$ cat config.mk
export PLATFORM = sky130hd
export DESIGN_NAME = hazard_ctrl_flat
export DESIGN_NICKNAME = d
export VERILOG_FILES = /design/src/rtl/hazard_ctrl_if.sv /design/src/rtl/hazard_ctrl.sv /design/src/flat_wrapper.sv
export SDC_FILE = /design/constraint.sdc
export NUM_CORES = 1
export LEC_CHECK = 0
export CORE_MARGIN = 5
export CORE_UTILIZATION = 39
export CTS_BUF_LIST = sky130_fd_sc_hd__clkbuf_8
export DETAILED_ROUTE_END_ITERATION = 10
export GPL_TIMING_DRIVEN = 1
export PLACE_DENSITY = 0.84
export SLEW_MARGIN = 20
export SYNTH_ARGS = -nofsm -noshare
export SYNTH_HDL_FRONTEND = slang
export SYNTH_SLANG_ARGS = --single-unit
export TNS_END_PERCENT = 10
$ cat constraint.sdc
create_clock -name i_CLK -period 1.63 [get_ports i_CLK]
set_input_delay 0.2445 -clock i_CLK [delete_from_list [all_inputs] [get_ports i_CLK]]
set_output_delay 0.2445 -clock i_CLK [all_outputs]
set_load 0.03 [all_outputs]
$ cat src/rtl/hazard_ctrl_if.sv
// Pipeline <-> hazard unit signal bundle.
//   master : pipeline side; drives stage register addresses/qualifiers, receives
//            forwarding selects, stall/flush controls and mult/div status.
//   slave  : hazard unit side (hazard_ctrl).
interface hazard_ctrl_if #(
  parameter int unsigned RF_ADDR_WIDTH = 5
);
  // Decode-stage sources
  logic [RF_ADDR_WIDTH-1:0] i_RsD;
  logic [RF_ADDR_WIDTH-1:0] i_RtD;
  // Execute-stage sources and destination
  logic [RF_ADDR_WIDTH-1:0] i_RsE;
  logic [RF_ADDR_WIDTH-1:0] i_RtE;
  logic [RF_ADDR_WIDTH-1:0] i_WriteRegE;
  // Memory / writeback destinations
  logic [RF_ADDR_WIDTH-1:0] i_WriteRegM;
  logic [RF_ADDR_WIDTH-1:0] i_WriteRegW;
  // Write / load qualifiers
  logic i_RegWriteE;
  logic i_RegWriteM;
  logic i_RegWriteW;
  logic i_MemtoRegE;
  logic i_MemtoRegM;
  // Decode-stage control flow
  logic i_BranchD;
  logic i_JumpRegD;
  logic i_PCSrcD;
  // Mult/div
  logic i_MDStartE;
  logic i_MDUseD;
  // Outputs
  logic       o_ForwardAD;
  logic       o_ForwardBD;
  logic [1:0] o_ForwardAE;
  logic [1:0] o_ForwardBE;
  logic       o_StallF;
  logic       o_StallD;
  logic       o_FlushD;
  logic       o_FlushE;
  logic       o_MDBusy;
  logic       o_MDDone;

  modport master (
    output i_RsD, i_RtD, i_RsE, i_RtE, i_WriteRegE, i_WriteRegM, i_WriteRegW,
    output i_RegWriteE, i_RegWriteM, i_RegWriteW, i_MemtoRegE, i_MemtoRegM,
    output i_BranchD, i_JumpRegD, i_PCSrcD, i_MDStartE, i_MDUseD,
    input  o_ForwardAD, o_ForwardBD, o_ForwardAE, o_ForwardBE,
    input  o_StallF, o_StallD, o_FlushD, o_FlushE, o_MDBusy, o_MDDone
  );

  modport slave (
    input  i_RsD, i_RtD, i_RsE, i_RtE, i_WriteRegE, i_WriteRegM, i_WriteRegW,
    input  i_RegWriteE, i_RegWriteM, i_RegWriteW, i_MemtoRegE, i_MemtoRegM,
    input  i_BranchD, i_JumpRegD, i_PCSrcD, i_MDStartE, i_MDUseD,
    output o_ForwardAD, o_ForwardBD, o_ForwardAE, o_ForwardBE,
    output o_StallF, o_StallD, o_FlushD, o_FlushE, o_MDBusy, o_MDDone
  );
endinterface

$ cat src/rtl/hazard_ctrl.sv
// Hazard unit for a 5-stage pipeline: operand forwarding (decode comparator and
// ALU), load-use / branch / mult-div stalls, decode flush on redirect, and a
// busy/done tracker for a fixed-latency multiply/divide unit.
// Ports:
//   i_CLK : clock, rising edge
//   i_RST : synchronous active-high reset; forces all outputs low while high
//   hz    : hazard_ctrl_if slave modport (pipeline inputs, control outputs)
module hazard_ctrl #(
  parameter int unsigned RF_ADDR_WIDTH = 5,
  parameter int unsigned MD_LATENCY    = 32  // legal 2..255
) (
  input  logic          i_CLK,
  input  logic          i_RST,
  hazard_ctrl_if.slave  hz
);

  localparam logic [RF_ADDR_WIDTH-1:0] RegZero = '0;
  localparam logic [7:0] CntLoad = 8'(MD_LATENCY - 1);

  typedef enum logic [1:0] {StIdle, StBusy, StDone} md_state_e;

  md_state_e  state_q, state_d;
  logic [7:0] cnt_q, cnt_d;

  logic       md_busy, md_done;
  logic       fwd_ad, fwd_bd;
  logic [1:0] fwd_ae, fwd_be;
  logic       lwstall, brstall, mdstall, stall;

  // ---------------------------------------------------------------------------
  // Mult/div FSM: state register
  // ---------------------------------------------------------------------------
  always_ff @(posedge i_CLK) begin
    if (i_RST) begin
      state_q <= StIdle;
      cnt_q   <= '0;
    end else begin
      state_q <= state_d;
      cnt_q   <= cnt_d;
    end
  end

  // Next state. A start seen while busy is dropped: the unit is not restartable.
  always_comb begin
    state_d = state_q;
    cnt_d   = cnt_q;
    unique case (state_q)
      StIdle: begin
        if (hz.i_MDStartE) begin
          state_d = StBusy;
          cnt_d   = CntLoad;
        end
      end
      StBusy: begin
        if (cnt_q == 8'd0) begin
          state_d = StDone;
        end else begin
          cnt_d = cnt_q - 8'd1;
        end
      end
      StDone: begin
        if (hz.i_MDStartE) begin
          state_d = StBusy;
          cnt_d   = CntLoad;
        end else begin
          state_d = StIdle;
        end
      end
      default: begin
        state_d = StIdle;
        cnt_d   = '0;
      end
    endcase
  end

  // Outputs decoded purely from the registered state.
  always_comb begin
    md_busy = 1'b0;
    md_done = 1'b0;
    unique case (state_q)
      StBusy:  md_busy = 1'b1;
      StDone:  md_done = 1'b1;
      default: ;
    endcase
  end

  // ---------------------------------------------------------------------------
  // Forwarding
  // ---------------------------------------------------------------------------
  always_comb begin
    fwd_ad = (hz.i_RsD != RegZero) && (hz.i_RsD == hz.i_WriteRegM) && hz.i_RegWriteM;
    fwd_bd = (hz.i_RtD != RegZero) && (hz.i_RtD == hz.i_WriteRegM) && hz.i_RegWriteM;

    // Memory stage holds the younger result, so it wins over writeback.
    if ((hz.i_RsE != RegZero) && (hz.i_RsE == hz.i_WriteRegM) && hz.i_RegWriteM) begin
      fwd_ae = 2'b10;
    end else if ((hz.i_RsE != RegZero) && (hz.i_RsE == hz.i_WriteRegW) && hz.i_RegWriteW) begin
      fwd_ae = 2'b01;
    end else begin
      fwd_ae = 2'b00;
    end

    if ((hz.i_RtE != RegZero) && (hz.i_RtE == hz.i_WriteRegM) && hz.i_RegWriteM) begin
      fwd_be = 2'b10;
    end else if ((hz.i_RtE != RegZero) && (hz.i_RtE == hz.i_WriteRegW) && hz.i_RegWriteW) begin
      fwd_be = 2'b01;
    end else begin
      fwd_be = 2'b00;
    end
  end

  // ---------------------------------------------------------------------------
  // Stalls
  // ---------------------------------------------------------------------------
  always_comb begin
    lwstall = hz.i_MemtoRegE && ((hz.i_RtE == hz.i_RsD) || (hz.i_RtE == hz.i_RtD));

    // Branches compare Rs and Rt in decode; jr only reads Rs.
    brstall = (hz.i_BranchD || hz.i_JumpRegD) &&
              ((hz.i_RegWriteE && (hz.i_WriteRegE != RegZero) &&
                ((hz.i_WriteRegE == hz.i_RsD) ||
                 (hz.i_BranchD && (hz.i_WriteRegE == hz.i_RtD)))) ||
               (hz.i_MemtoRegM && (hz.i_WriteRegM != RegZero) &&
                ((hz.i_WriteRegM == hz.i_RsD) ||
                 (hz.i_BranchD && (hz.i_WriteRegM == hz.i_RtD)))));

    // A start in E counts as busy so back-to-back HI/LO users also wait.
    mdstall = hz.i_MDUseD && (md_busy || hz.i_MDStartE);

    stall = lwstall || brstall || mdstall;
  end

  // ---------------------------------------------------------------------------
  // Output drive; everything held low during reset.
  // ---------------------------------------------------------------------------
  always_comb begin
    hz.o_ForwardAD = ~i_RST & fwd_ad;
    hz.o_ForwardBD = ~i_RST & fwd_bd;
    hz.o_ForwardAE = i_RST ? 2'b00 : fwd_ae;
    hz.o_ForwardBE = i_RST ? 2'b00 : fwd_be;
    hz.o_StallF    = ~i_RST & stall;
    hz.o_StallD    = ~i_RST & stall;
    hz.o_FlushE    = ~i_RST & stall;
    // Redirect is only honoured once the decode instruction actually advances.
    hz.o_FlushD    = ~i_RST & hz.i_PCSrcD & ~stall;
    hz.o_MDBusy    = ~i_RST & md_busy;
    hz.o_MDDone    = ~i_RST & md_done;
  end

endmodule

$ cat src/flat_wrapper.sv
// flat-port wrapper written by rule: the top's interface ports become plain ports
module hazard_ctrl_flat 
#(
  parameter int unsigned RF_ADDR_WIDTH = 5,
  parameter int unsigned MD_LATENCY    = 32                 
)
  (i_CLK, i_RST, hz_i_RsD, hz_i_RtD, hz_i_RsE, hz_i_RtE, hz_i_WriteRegE, hz_i_WriteRegM, hz_i_WriteRegW, hz_i_RegWriteE, hz_i_RegWriteM, hz_i_RegWriteW, hz_i_MemtoRegE, hz_i_MemtoRegM, hz_i_BranchD, hz_i_JumpRegD, hz_i_PCSrcD, hz_i_MDStartE, hz_i_MDUseD, hz_o_ForwardAD, hz_o_ForwardBD, hz_o_ForwardAE, hz_o_ForwardBE, hz_o_StallF, hz_o_StallD, hz_o_FlushD, hz_o_FlushE, hz_o_MDBusy, hz_o_MDDone);
  hazard_ctrl_if #(.RF_ADDR_WIDTH(RF_ADDR_WIDTH)) hz_i ();
  input  logic i_CLK;
  input  logic i_RST;
  input wire logic [$bits(hz_i.i_RsD)-1:0] hz_i_RsD;
  input wire logic [$bits(hz_i.i_RtD)-1:0] hz_i_RtD;
  input wire logic [$bits(hz_i.i_RsE)-1:0] hz_i_RsE;
  input wire logic [$bits(hz_i.i_RtE)-1:0] hz_i_RtE;
  input wire logic [$bits(hz_i.i_WriteRegE)-1:0] hz_i_WriteRegE;
  input wire logic [$bits(hz_i.i_WriteRegM)-1:0] hz_i_WriteRegM;
  input wire logic [$bits(hz_i.i_WriteRegW)-1:0] hz_i_WriteRegW;
  input wire logic [$bits(hz_i.i_RegWriteE)-1:0] hz_i_RegWriteE;
  input wire logic [$bits(hz_i.i_RegWriteM)-1:0] hz_i_RegWriteM;
  input wire logic [$bits(hz_i.i_RegWriteW)-1:0] hz_i_RegWriteW;
  input wire logic [$bits(hz_i.i_MemtoRegE)-1:0] hz_i_MemtoRegE;
  input wire logic [$bits(hz_i.i_MemtoRegM)-1:0] hz_i_MemtoRegM;
  input wire logic [$bits(hz_i.i_BranchD)-1:0] hz_i_BranchD;
  input wire logic [$bits(hz_i.i_JumpRegD)-1:0] hz_i_JumpRegD;
  input wire logic [$bits(hz_i.i_PCSrcD)-1:0] hz_i_PCSrcD;
  input wire logic [$bits(hz_i.i_MDStartE)-1:0] hz_i_MDStartE;
  input wire logic [$bits(hz_i.i_MDUseD)-1:0] hz_i_MDUseD;
  output wire logic [$bits(hz_i.o_ForwardAD)-1:0] hz_o_ForwardAD;
  output wire logic [$bits(hz_i.o_ForwardBD)-1:0] hz_o_ForwardBD;
  output wire logic [$bits(hz_i.o_ForwardAE)-1:0] hz_o_ForwardAE;
  output wire logic [$bits(hz_i.o_ForwardBE)-1:0] hz_o_ForwardBE;
  output wire logic [$bits(hz_i.o_StallF)-1:0] hz_o_StallF;
  output wire logic [$bits(hz_i.o_StallD)-1:0] hz_o_StallD;
  output wire logic [$bits(hz_i.o_FlushD)-1:0] hz_o_FlushD;
  output wire logic [$bits(hz_i.o_FlushE)-1:0] hz_o_FlushE;
  output wire logic [$bits(hz_i.o_MDBusy)-1:0] hz_o_MDBusy;
  output wire logic [$bits(hz_i.o_MDDone)-1:0] hz_o_MDDone;
  assign hz_i.i_RsD = hz_i_RsD;
  assign hz_i.i_RtD = hz_i_RtD;
  assign hz_i.i_RsE = hz_i_RsE;
  assign hz_i.i_RtE = hz_i_RtE;
  assign hz_i.i_WriteRegE = hz_i_WriteRegE;
  assign hz_i.i_WriteRegM = hz_i_WriteRegM;
  assign hz_i.i_WriteRegW = hz_i_WriteRegW;
  assign hz_i.i_RegWriteE = hz_i_RegWriteE;
  assign hz_i.i_RegWriteM = hz_i_RegWriteM;
  assign hz_i.i_RegWriteW = hz_i_RegWriteW;
  assign hz_i.i_MemtoRegE = hz_i_MemtoRegE;
  assign hz_i.i_MemtoRegM = hz_i_MemtoRegM;
  assign hz_i.i_BranchD = hz_i_BranchD;
  assign hz_i.i_JumpRegD = hz_i_JumpRegD;
  assign hz_i.i_PCSrcD = hz_i_PCSrcD;
  assign hz_i.i_MDStartE = hz_i_MDStartE;
  assign hz_i.i_MDUseD = hz_i_MDUseD;
  assign hz_o_ForwardAD = hz_i.o_ForwardAD;
  assign hz_o_ForwardBD = hz_i.o_ForwardBD;
  assign hz_o_ForwardAE = hz_i.o_ForwardAE;
  assign hz_o_ForwardBE = hz_i.o_ForwardBE;
  assign hz_o_StallF = hz_i.o_StallF;
  assign hz_o_StallD = hz_i.o_StallD;
  assign hz_o_FlushD = hz_i.o_FlushD;
  assign hz_o_FlushE = hz_i.o_FlushE;
  assign hz_o_MDBusy = hz_i.o_MDBusy;
  assign hz_o_MDDone = hz_i.o_MDDone;
  hazard_ctrl #(.RF_ADDR_WIDTH(RF_ADDR_WIDTH), .MD_LATENCY(MD_LATENCY)) u_core (.i_CLK(i_CLK), .i_RST(i_RST), .hz(hz_i));
endmodule
==> results.toml, run 1 <==
[run_status]
status = "complete, but fails checks"
failed_checks = "setup timing"

[cts]
cts_made_buffers = 3
cts_tree = "built"
clkTransAtPathRegs_ns = 0.05
cts_sinks = 10
cts_buffer_depth = 2
root_buffer = "clkbuf_8"
cts_max_level = 1
ctsHoldBuffers = 0
clk_latency_ns = 0.24

[timing]
clock.fmax_mhz = 501.9
max-slew-margin-rel = 0.6758
post-route-min-period_ns = 1.992
drv_slew = 0
rsz0062_at_grt = "yes"
period_share = 1.222
skew_ns = 0.003602
timing.final.ws_setup_ns = -0.3624
setup_viol = 18
tightest_slew_ns = 0.4851
hold_viol_final = 0

[place]
io_buffers = 58
place_congestion = 0.9071
dp_hpwl_um = 3739

[finish]
n_antenna_cell = 0
fill_cells = 213
final_core_util = 0.7507
regArea_um2 = 203.9
fin_nets = 323
layout_common_cells = "buf_4 (57), xor2_1 (27), xnor2_1 (23), buf_6 (20), clkdlybuf4s50_1 (16)"
multi_input_area_um2 = 1204
mostFrequentLayoutCell = "buf_4"
drive_gt1_frac = 0.4743
syn2layout_area_growth_pct = 87.63

[synthesis]
ys_ff_latch = 10
ys_seq_area_frac = 0.1500
synth_nets = 219
yosys_warnings = 0
netlist_area_um2 = 1335
synthCells = 170
ys_types = 41
syn_area_per_cell_um2 = 7.853

[min_path]
hold-path-endpoint = "u_core.state_q[1]$_SDFFE_PP0P_"
min_from = "u_core.cnt_q[7]$_SDFFE_PP0P_"
worstHoldPathType = "reg2reg"
holdPathStages = 1

[floorplan]
core-area_um2 = 3337
die_area_um2 = 4693
row_count = 21
die_y_um = 68.51
pin_count = 59
initial_utilization = 0.4001
die_width_um = 68.51

[worst_setup_path]
rr_worst_depth = 6
rr_endpoint = "u_core.cnt_q[6]$_SDFFE_PP0P_"
crit_required_ns = 1.39
r2r-start = "u_core.cnt_q[4]$_SDFFE_PP0P_"
worstPathMaxFanout = 3
startpoint_type = "input port"
end_kind = "primary output"
arrival_ns = 1.75
regToRegSetupSlack_ns = -0.24
path_class = "in2out"

[grt]
grt_pass1_vias = 1817
overflow = 0
gr-usage-all-layers = 0.2268
antenna_found_initial = 0
grt_pass1_wl_um = 8073
grt_max_degree = 14

[detailed_routing]
drc = 0
wl_per_cell_um = 16.08
vias = 1700
vias_per_cell = 5.346
wl_um = 5113
dr.pass1.iters = 4
drt.antenna.violating_nets = 0
drt_iter0_drc = 80

[pwr]
powerDensity_nw_per_um2 = 544.0
power_uw = 1363
p_leak_uw = 0.001029
peakVddDrop_mv = 0.2359

[flow_run]
drv_cap = 0
[worst max-delay path, stage by stage]
cell and delay, ns:
buf_6 0.10, xor2_1 0.15, nor4_1 0.30, a32oi_1 0.14
o311a_1 0.34, buf_6 0.13, a21oi_4 0.19, buf_6 0.16
[worst max path at each step]
| stage | cells past startpoint | end | start |
|---|---|---|---|
| final | 8 | hz_o_FlushE | hz_i_RtD[0] |
| after global placement | 7 | hz_o_FlushD | hz_i_WriteRegM[4] |
| after detailed placement | 7 | hz_o_FlushD | hz_i_WriteRegM[3] |
| after CTS | 8 | hz_o_FlushE | hz_i_WriteRegE[0] |
| after floorplan | 7 | hz_o_StallD | hz_i_WriteRegM[4] |
| after global routing | 6 | hz_o_FlushD | u_core.state_q[0]$_SDFFE_PP0P_ |
[area by class of cell]
cell class	count	area share
repair buffers	114	0.3926
multi-input cells	141	0.4805
inverters	4	0.005994
flip-flops and latches	10	0.08142
well taps	46	0.02298
clock buffers	3	0.01648
[sequential cells by signal, indices dropped and copies added (netlist names)]
signal	count
u_core.cnt_q	8
u_core.state_q	2
[kinds of logic after synthesis]
family / after synthesis / share of synthesized area
compound gates: 26 / 0.1574
xor+xnor: 53 / 0.3477
fa+ha+maj: 2 / 0.01874
buf+inv: 19 / 0.06466
flops: 10 / 0.1500
simple gates: 60 / 0.2615
[per-stage QoR]
| stage | hold slack (ns) | setup slack [ns] | TNS (ns) | std cells | area [um2] |
|---|---|---|---|---|---|
| detailed placement | 0.5321 | -0.7523 | -7.645 | 312 | 2307 |
| CTS | 0.5313 | -0.2994 | -3.370 | 318 | 2447 |
| finish | 0.5265 | -0.3624 | -3.831 | 318 | 2505 |
| global route | 0.5788 | -0.4496 | -4.984 | 318 | 2505 |
| global placement | 0.5245 | -0.6995 | -7.008 | 312 | 2307 |
| floorplan | 0.4375 | -0.2657 | -2.528 | 170 | 1401 |
[cells in the mapped netlist, drive strengths merged]
cell type	n	share of area
xor2	27	0.18
xnor2	26	0.17
nor2	12	0.034
clkbuf	11	0.031
dfxtp	10	0.15
nor4	8	0.037
or4	8	0.049
a21oi	5	0.019
nor2b	5	0.023
nor3	5	0.019
o21ai	5	0.019
buf	4	0.022
inv	4	0.011
nand2	4	0.011
nand2b	4	0.019
nand4	4	0.019
a211oi	3	0.021
a31oi	3	0.014
nand3	3	0.011
or3	3	0.016
a2111oi	2	0.015
ha	2	0.019
a211o	1	0.0066
a21o	1	0.0056
a311oi	1	0.011
a32oi	1	0.0066
a41oi	1	0.0066
and4b	1	0.0075
nand3b	1	0.0056
nor3b	1	0.0056
o21a	1	0.0056
o311a	1	0.0075
o41ai	1	0.021
or2	1	0.0047
[routing by layer]
metal / wire (um) / GRT usage
met5: 0 / 0
met2: 2700 / 0.4041
met3: 285 / 0.02593
met1: 1970 / 0.2667
met4: 156 / 0.1092
[where the power goes]
part | internal (uW) | switching, uW | total, uW
Clock | 162 | 97.7 | 259
Sequential | 277 | 20.4 | 298
Combinational | 432 | 374 | 806
[repair_timing]
item                                    4_1_cts  5_1_grt
pin swaps                                    30       10
endpoints found under the setup margin       19       20
buffers inserted                              3        0
gates resized for setup                     130       22
cloned                                        0        0
No activity file was read; power rests on OpenSTA's default activity.
==> run 2, diff against run 1 <==
- CORE_UTILIZATION: 39 -> 44
- PLACE_DENSITY: 0.84 -> 0.9
- clock period: 1.63 -> 2 ns (I/O delays scaled with it)
==> run 2 against run 1 <==
- utilization increased by 1.8 points
- sequential power decreased by 17%
- sequential share of layout area increased by 0.60 points
- sequential cell count unchanged
- power decreased by 27%
- the flow still finishes with violations (setup timing)
- critical endpoint is now hz_o_FlushD
- register-to-register slack improved by 0.38 ns
- final cell count decreased by 8.2%
==> results.toml, run 2 (synthesis gave the netlist of run 1 again) <==
[detailed_routing]
dr.pass1.iters = 4
drt_iter0_drc = 124
drt.antenna.violating_nets = 0
drc = 0
wl_um = 5127
vias = 1693
wl_per_cell_um = 17.56
vias_per_cell = 5.798

[cts]
cts_made_buffers = 3
cts_tree = "built"
cts_sinks = 10
clkTransAtPathRegs_ns = 0.04
root_buffer = "clkbuf_8"
cts_max_level = 1
ctsHoldBuffers = 0
clk_latency_ns = 0.24
cts_buffer_depth = 2

[timing]
timing.final.ws_setup_ns = -0.07079
hold_viol_final = 0
post-route-min-period_ns = 2.071
setup_viol = 6
rsz0062_at_grt = "yes"
clock.fmax_mhz = 482.9
finalSetupTns_ns = -0.3045
drv_slew = 0
max-slew-margin-rel = 0.7251
tightest_slew_ns = 0.4112
skew_ns = 0.005475
period_share = 1.035

[run_status]
failed_checks = "setup timing"
status = "complete, but fails checks"

[worst_setup_path]
startpoint_type = "input port"
path_class = "in2out"
crit_required_ns = 1.70
worstPathMaxFanout = 3
arrival_ns = 1.77
end_kind = "primary output"
regToRegSetupSlack_ns = 0.14

[finish]
largest_reg_flops = 8
syn2layout_area_growth_pct = 71.51
fin_nets = 310
largest_registers = "u_core.cnt_q x8, u_core.state_q x2"
drive_gt1_frac = 0.3938
largest-register = "u_core.cnt_q"
layout_common_cells = "buf_4 (47), xor2_1 (26), xnor2_1 (25), clkdlybuf4s50_1 (15), buf_2 (13)"
mostFrequentLayoutCell = "buf_4"
n_antenna_cell = 0

[floorplan]
die_width_um = 65.09
row_count = 20
pin_count = 59
core-area_um2 = 2978
die_area_um2 = 4236
initial_utilization = 0.4483
die_y_um = 65.09

[place]
io_buffers = 58
place_congestion = 0.8991
dp_hpwl_um = 3958
dp_slack_ns = -0.4287

[pwr]
peakVddDrop_mv = 0.2081
powerDensity_nw_per_um2 = 434.8
p_leak_uw = 0.0009512

[grt]
grt_pass1_wl_um = 8183
grt_max_degree = 14
antenna_found_initial = 0
gr-usage-all-layers = 0.2523
grt_pass1_vias = 1842
overflow = 0

[flow_run]
drv_cap = 0

[min_path]
worstHoldPathType = "reg2reg"
-- run 2: changes by cell type in the layout (fill, tap and decap cells not counted), moves of 3 or more --
cell and change:
buf_4 -10, buf_6 -8, buf_2 +4, clkdlybuf4s15_2 -4
dlygate4sd2_1 +4, dfxtp_1 +3, dfxtp_2 -3
-- run 2: timing repair --
action,CTS,global route
gates resized for setup,119,3
setup endpoints to repair,10,9
buffers inserted,2,0
endpoints found under the hold margin,0,0
pin swaps,24,5
-- run 2: cell type report --
class                      count  area, um2
inverter                       4      15.01
sequential                    10      200.2
timing repair buffer         101      840.8
tap                           33      41.29
fill                         180      688.2
clock buffer                   3      41.29
multi-input combinational    141       1151
-- run 2: path summary, 6_finish.rpt --
kind / startpoint / endpoint / depth (start not counted)
hold / removal: u_core.cnt_q[7]$_SDFFE_PP0P_ / u_core.state_q[1]$_SDFFE_PP0P_ / 1
setup reg to reg: u_core.cnt_q[4]$_SDFFE_PP0P_ / u_core.cnt_q[5]$_SDFFE_PP0P_ / 6
setup / recovery: hz_i_WriteRegE[3] / hz_o_FlushD / 6
hold reg to reg: u_core.cnt_q[7]$_SDFFE_PP0P_ / u_core.state_q[1]$_SDFFE_PP0P_ / 1
-- run 2: critical path: stages --
cell and delay (ns):
dlygate4sd2_1 0.26, or4_1 0.46, nor2_2 0.15, o311a_1 0.24
and4b_1 0.22, buf_6 0.13
-- run 2: layer usage --
metal | track usage | up-vias | share of wire
met2 | 0.4674 | 100 | 0.51
met5 | 0 | - | 0
met4 | 0.1710 | 0 | 0.061
met1 | 0.2518 | 778 | 0.36
li1 | - | 781 | -
met3 | 0.04679 | 34 | 0.072
-- run 2: report_power, final --
part | internal, uW | leakage, uW | switching [uW]
sequential | 224 | 0.0000825 | 23.9
combinational | 277 | 0.000847 | 266
clock | 131 | 0.0000216 | 73.2
total | 633 | 0.000951 | 363
-- run 2: through the flow --
| stage | hold WS (ns) | instances | total power [uW] | utilization | cell area [um2] |
|---|---|---|---|---|---|
| 6_report | 0.5278 | 292 | 995.5 | 0.7689 | 2290 |
| 2_1_floorplan | 0.4865 | 170 | 534.1 | - | 1351 |
| 3_5_place_dp | 0.5346 | 287 | 772.0 | 0.7319 | 2180 |
| 5_1_grt | 0.5602 | 292 | 1058 | 0.7689 | 2290 |
| 3_3_place_gp | 0.5082 | 287 | 751.0 | 0.7319 | 2180 |
| 4_1_cts | 0.5413 | 292 | 991.6 | 0.7655 | 2280 |
==> run 3, diff against run 2 <==
- RECOVER_POWER: unset -> 50
==> run 3 against run 2 <==
- the run still ends with setup timing left
- register-to-register slack lost 0.05 ns
- global-route usage is the same
- routed wire length is essentially flat
- clock-buffer cell count stayed put
- critical path type unchanged
==> results.toml, run 3 (synthesis gave the netlist of run 1 again) <==
[run_status]
status = "complete, but fails checks"
failed_checks = "setup timing"

[pwr]
switching_share = 0.3660
combPwrFrac = 0.544
p_leak_uw = 0.0009432
p_seq_frac = 0.250
p_int_uw = 629.4
power_uw = 992.8
power.switching_uw = 363.4
peakVddDrop_mv = 0.2082
pwr-share-clk = 0.206
powerDensity_nw_per_um2 = 435.5

[worst_setup_path]
r2r-start = "u_core.cnt_q[4]$_SDFFE_PP0P_"
crit_path_max_incr_delay_ns = 0.46
path_class = "in2out"
path_buf_inv = 2
worstPathMaxFanout = 3
regToRegSetupSlack_ns = 0.09
rr_endpoint = "u_core.cnt_q[2]$_SDFFE_PP0P_"
crit_required_ns = 1.70
rr_worst_depth = 6
startpoint_type = "input port"
crit_family = "simple AND/OR/NAND/NOR gates"
end_kind = "primary output"
cp_slowest_cell = "or4_1"
arrival_ns = 1.77
cp_cell_sequence = "dlygate4sd2_1 -> or4_1 -> nor2_2 -> o311a_1 -> and4b_1 -> buf_6"

[detailed_routing]
dr.pass1.iters = 4
drc = 0
top_layer = "met4"
vias_per_cell = 5.784
wl_met3_um = 353
wl_per_cell_um = 17.56
drt_iter0_drc = 124
m1WireLength_um = 1840
wl_um = 5128
dr_wl_met2_um = 2625
drt.antenna.violating_nets = 0
vias = 1689

[floorplan]
die_area_um2 = 4236
core-area_um2 = 2978
row_count = 20
pin_count = 59
die_y_um = 65.09
die_width_um = 65.09
initial_utilization = 0.4483

[place]
dp_hpwl_um = 3958
io_buffers = 58
place_congestion = 0.8991

[cts]
clkTransAtPathRegs_ns = 0.04
cts_max_level = 1
cts_buffer_depth = 2
cts_sinks = 10
root_buffer = "clkbuf_8"
clk_latency_ns = 0.24
cts_made_buffers = 3
cts_tree = "built"

[finish]
regArea_um2 = 200.2
n_antenna_cell = 0
drive_gt1_frac = 0.3861
syn2layout_area_growth_pct = 70.76
largest_reg_flops = 8
fill_cells = 183
multi_input_area_um2 = 1151
largest-register = "u_core.cnt_q"
largest_registers = "u_core.cnt_q x8, u_core.state_q x2"
fin_nets = 310
mostFrequentLayoutCell = "buf_4"
layout_common_cells = "buf_4 (44), xor2_1 (26), xnor2_1 (25), clkdlybuf4s50_1 (14), buf_2 (13)"

[timing]
tightest_slew_ns = 0.4113
rsz0062_at_grt = "yes"
drv_slew = 0
period_share = 1.035
timing.final.ws_setup_ns = -0.06946
finalSetupTns_ns = -0.3058
setup_viol = 6
post-route-min-period_ns = 2.069
skew_ns = 0.005470
hold_viol_final = 0
clock.fmax_mhz = 483.2
max-slew-margin-rel = 0.7251

[min_path]
holdPathStages = 1
min_from = "u_core.cnt_q[7]$_SDFFE_PP0P_"
hold-path-endpoint = "u_core.state_q[1]$_SDFFE_PP0P_"
worstHoldPathType = "reg2reg"

[grt]
antenna_found_initial = 0
overflow = 0
grt_max_degree = 14
grt_pass1_vias = 1842
gr-usage-all-layers = 0.2523
grt_pass1_wl_um = 8183

[flow_run]
drv_cap = 0
run 3: changes by cell type in the layout (fill, tap and decap cells not counted):
| cell | previous run | this run |
|---|---|---|
| clkdlybuf4s50_1 | 15 | 14 |
| dlygate4sd3_1 | 0 | 1 |
| clkbuf_2 | 0 | 1 |
| clkbuf_1 | 0 | 2 |
| buf_4 | 47 | 44 |
run 3: how the worst max path moves through the flow:
stage               slack, ns                 to              start  depth (start not counted)
floorplan               -0.16  hz_o_ForwardBE[0]        hz_i_RtE[0]                          5
global placement        -0.41        hz_o_FlushD        hz_i_RtD[2]                          7
detailed placement      -0.43        hz_o_FlushE        hz_i_RtD[2]                          7
CTS                    -0.007        hz_o_FlushE  hz_i_WriteRegE[0]                          7
global route            -0.22        hz_o_StallF        hz_i_RtE[1]                          7
finish                  -0.07        hz_o_FlushD  hz_i_WriteRegE[3]                          6
run 3: power groups by stage:
stage | clock network (uW) | logic, uW | registers (uW)
5_1_grt | 223 | 581 | 251
3_3_place_gp | 0 | 502 | 249
3_5_place_dp | 0 | 522 | 250
2_1_floorplan | 0 | 286 | 248
4_1_cts | 212 | 533 | 247
6_report | 204 | 540 | 248
run 3: timing repair:
action | 4_1_cts | 5_1_grt
pin swaps | 24 | 5
buffers inserted | 2 | 0
hold buffers | 0 | 0
setup endpoints to repair | 10 | 9
gates resized for setup | 119 | 3
run 3: cell type report:
cell class / instances / area share
Sequential cell: 10 / 0.08782
Tap cell: 33 / 0.01811
Timing Repair Buffer: 101 / 0.3644
Clock buffer: 3 / 0.01811
Multi-Input combinational cell: 141 / 0.5049
Inverter: 4 / 0.006586
run 3: through the flow:
stage | instance area [um2] | cells | setup WS [ns] | hold slack, ns | util
3_5_place_dp | 2180 | 287 | -0.4287 | 0.5346 | 0.7319
3_3_place_gp | 2180 | 287 | -0.4076 | 0.5082 | 0.7319
5_1_grt | 2280 | 292 | -0.2211 | 0.5602 | 0.7655
2_1_floorplan | 1351 | 170 | -0.1619 | 0.4865 | -
6_report | 2280 | 292 | -0.06946 | 0.5278 | 0.7655
4_1_cts | 2280 | 292 | -0.006512 | 0.5413 | 0.7655
run 3: layer usage:
| layer | vias up | GRT usage |
|---|---|---|
| li1 | 781 | - |
| met1 | 772 | 0.2518 |
| met2 | 101 | 0.4674 |
| met3 | 35 | 0.04679 |
| met4 | 0 | 0.1710 |
| met5 | - | 0 |
run 3: worst register-to-register path, stage by stage, from the launching register on:
cell and delay, ns:
dfxtp_1 0.33, or4_4 0.57, o41ai_4 0.34, clkbuf_1 0.22, inv_2 0.05, a211oi_2 0.21, a211oi_1 0.07
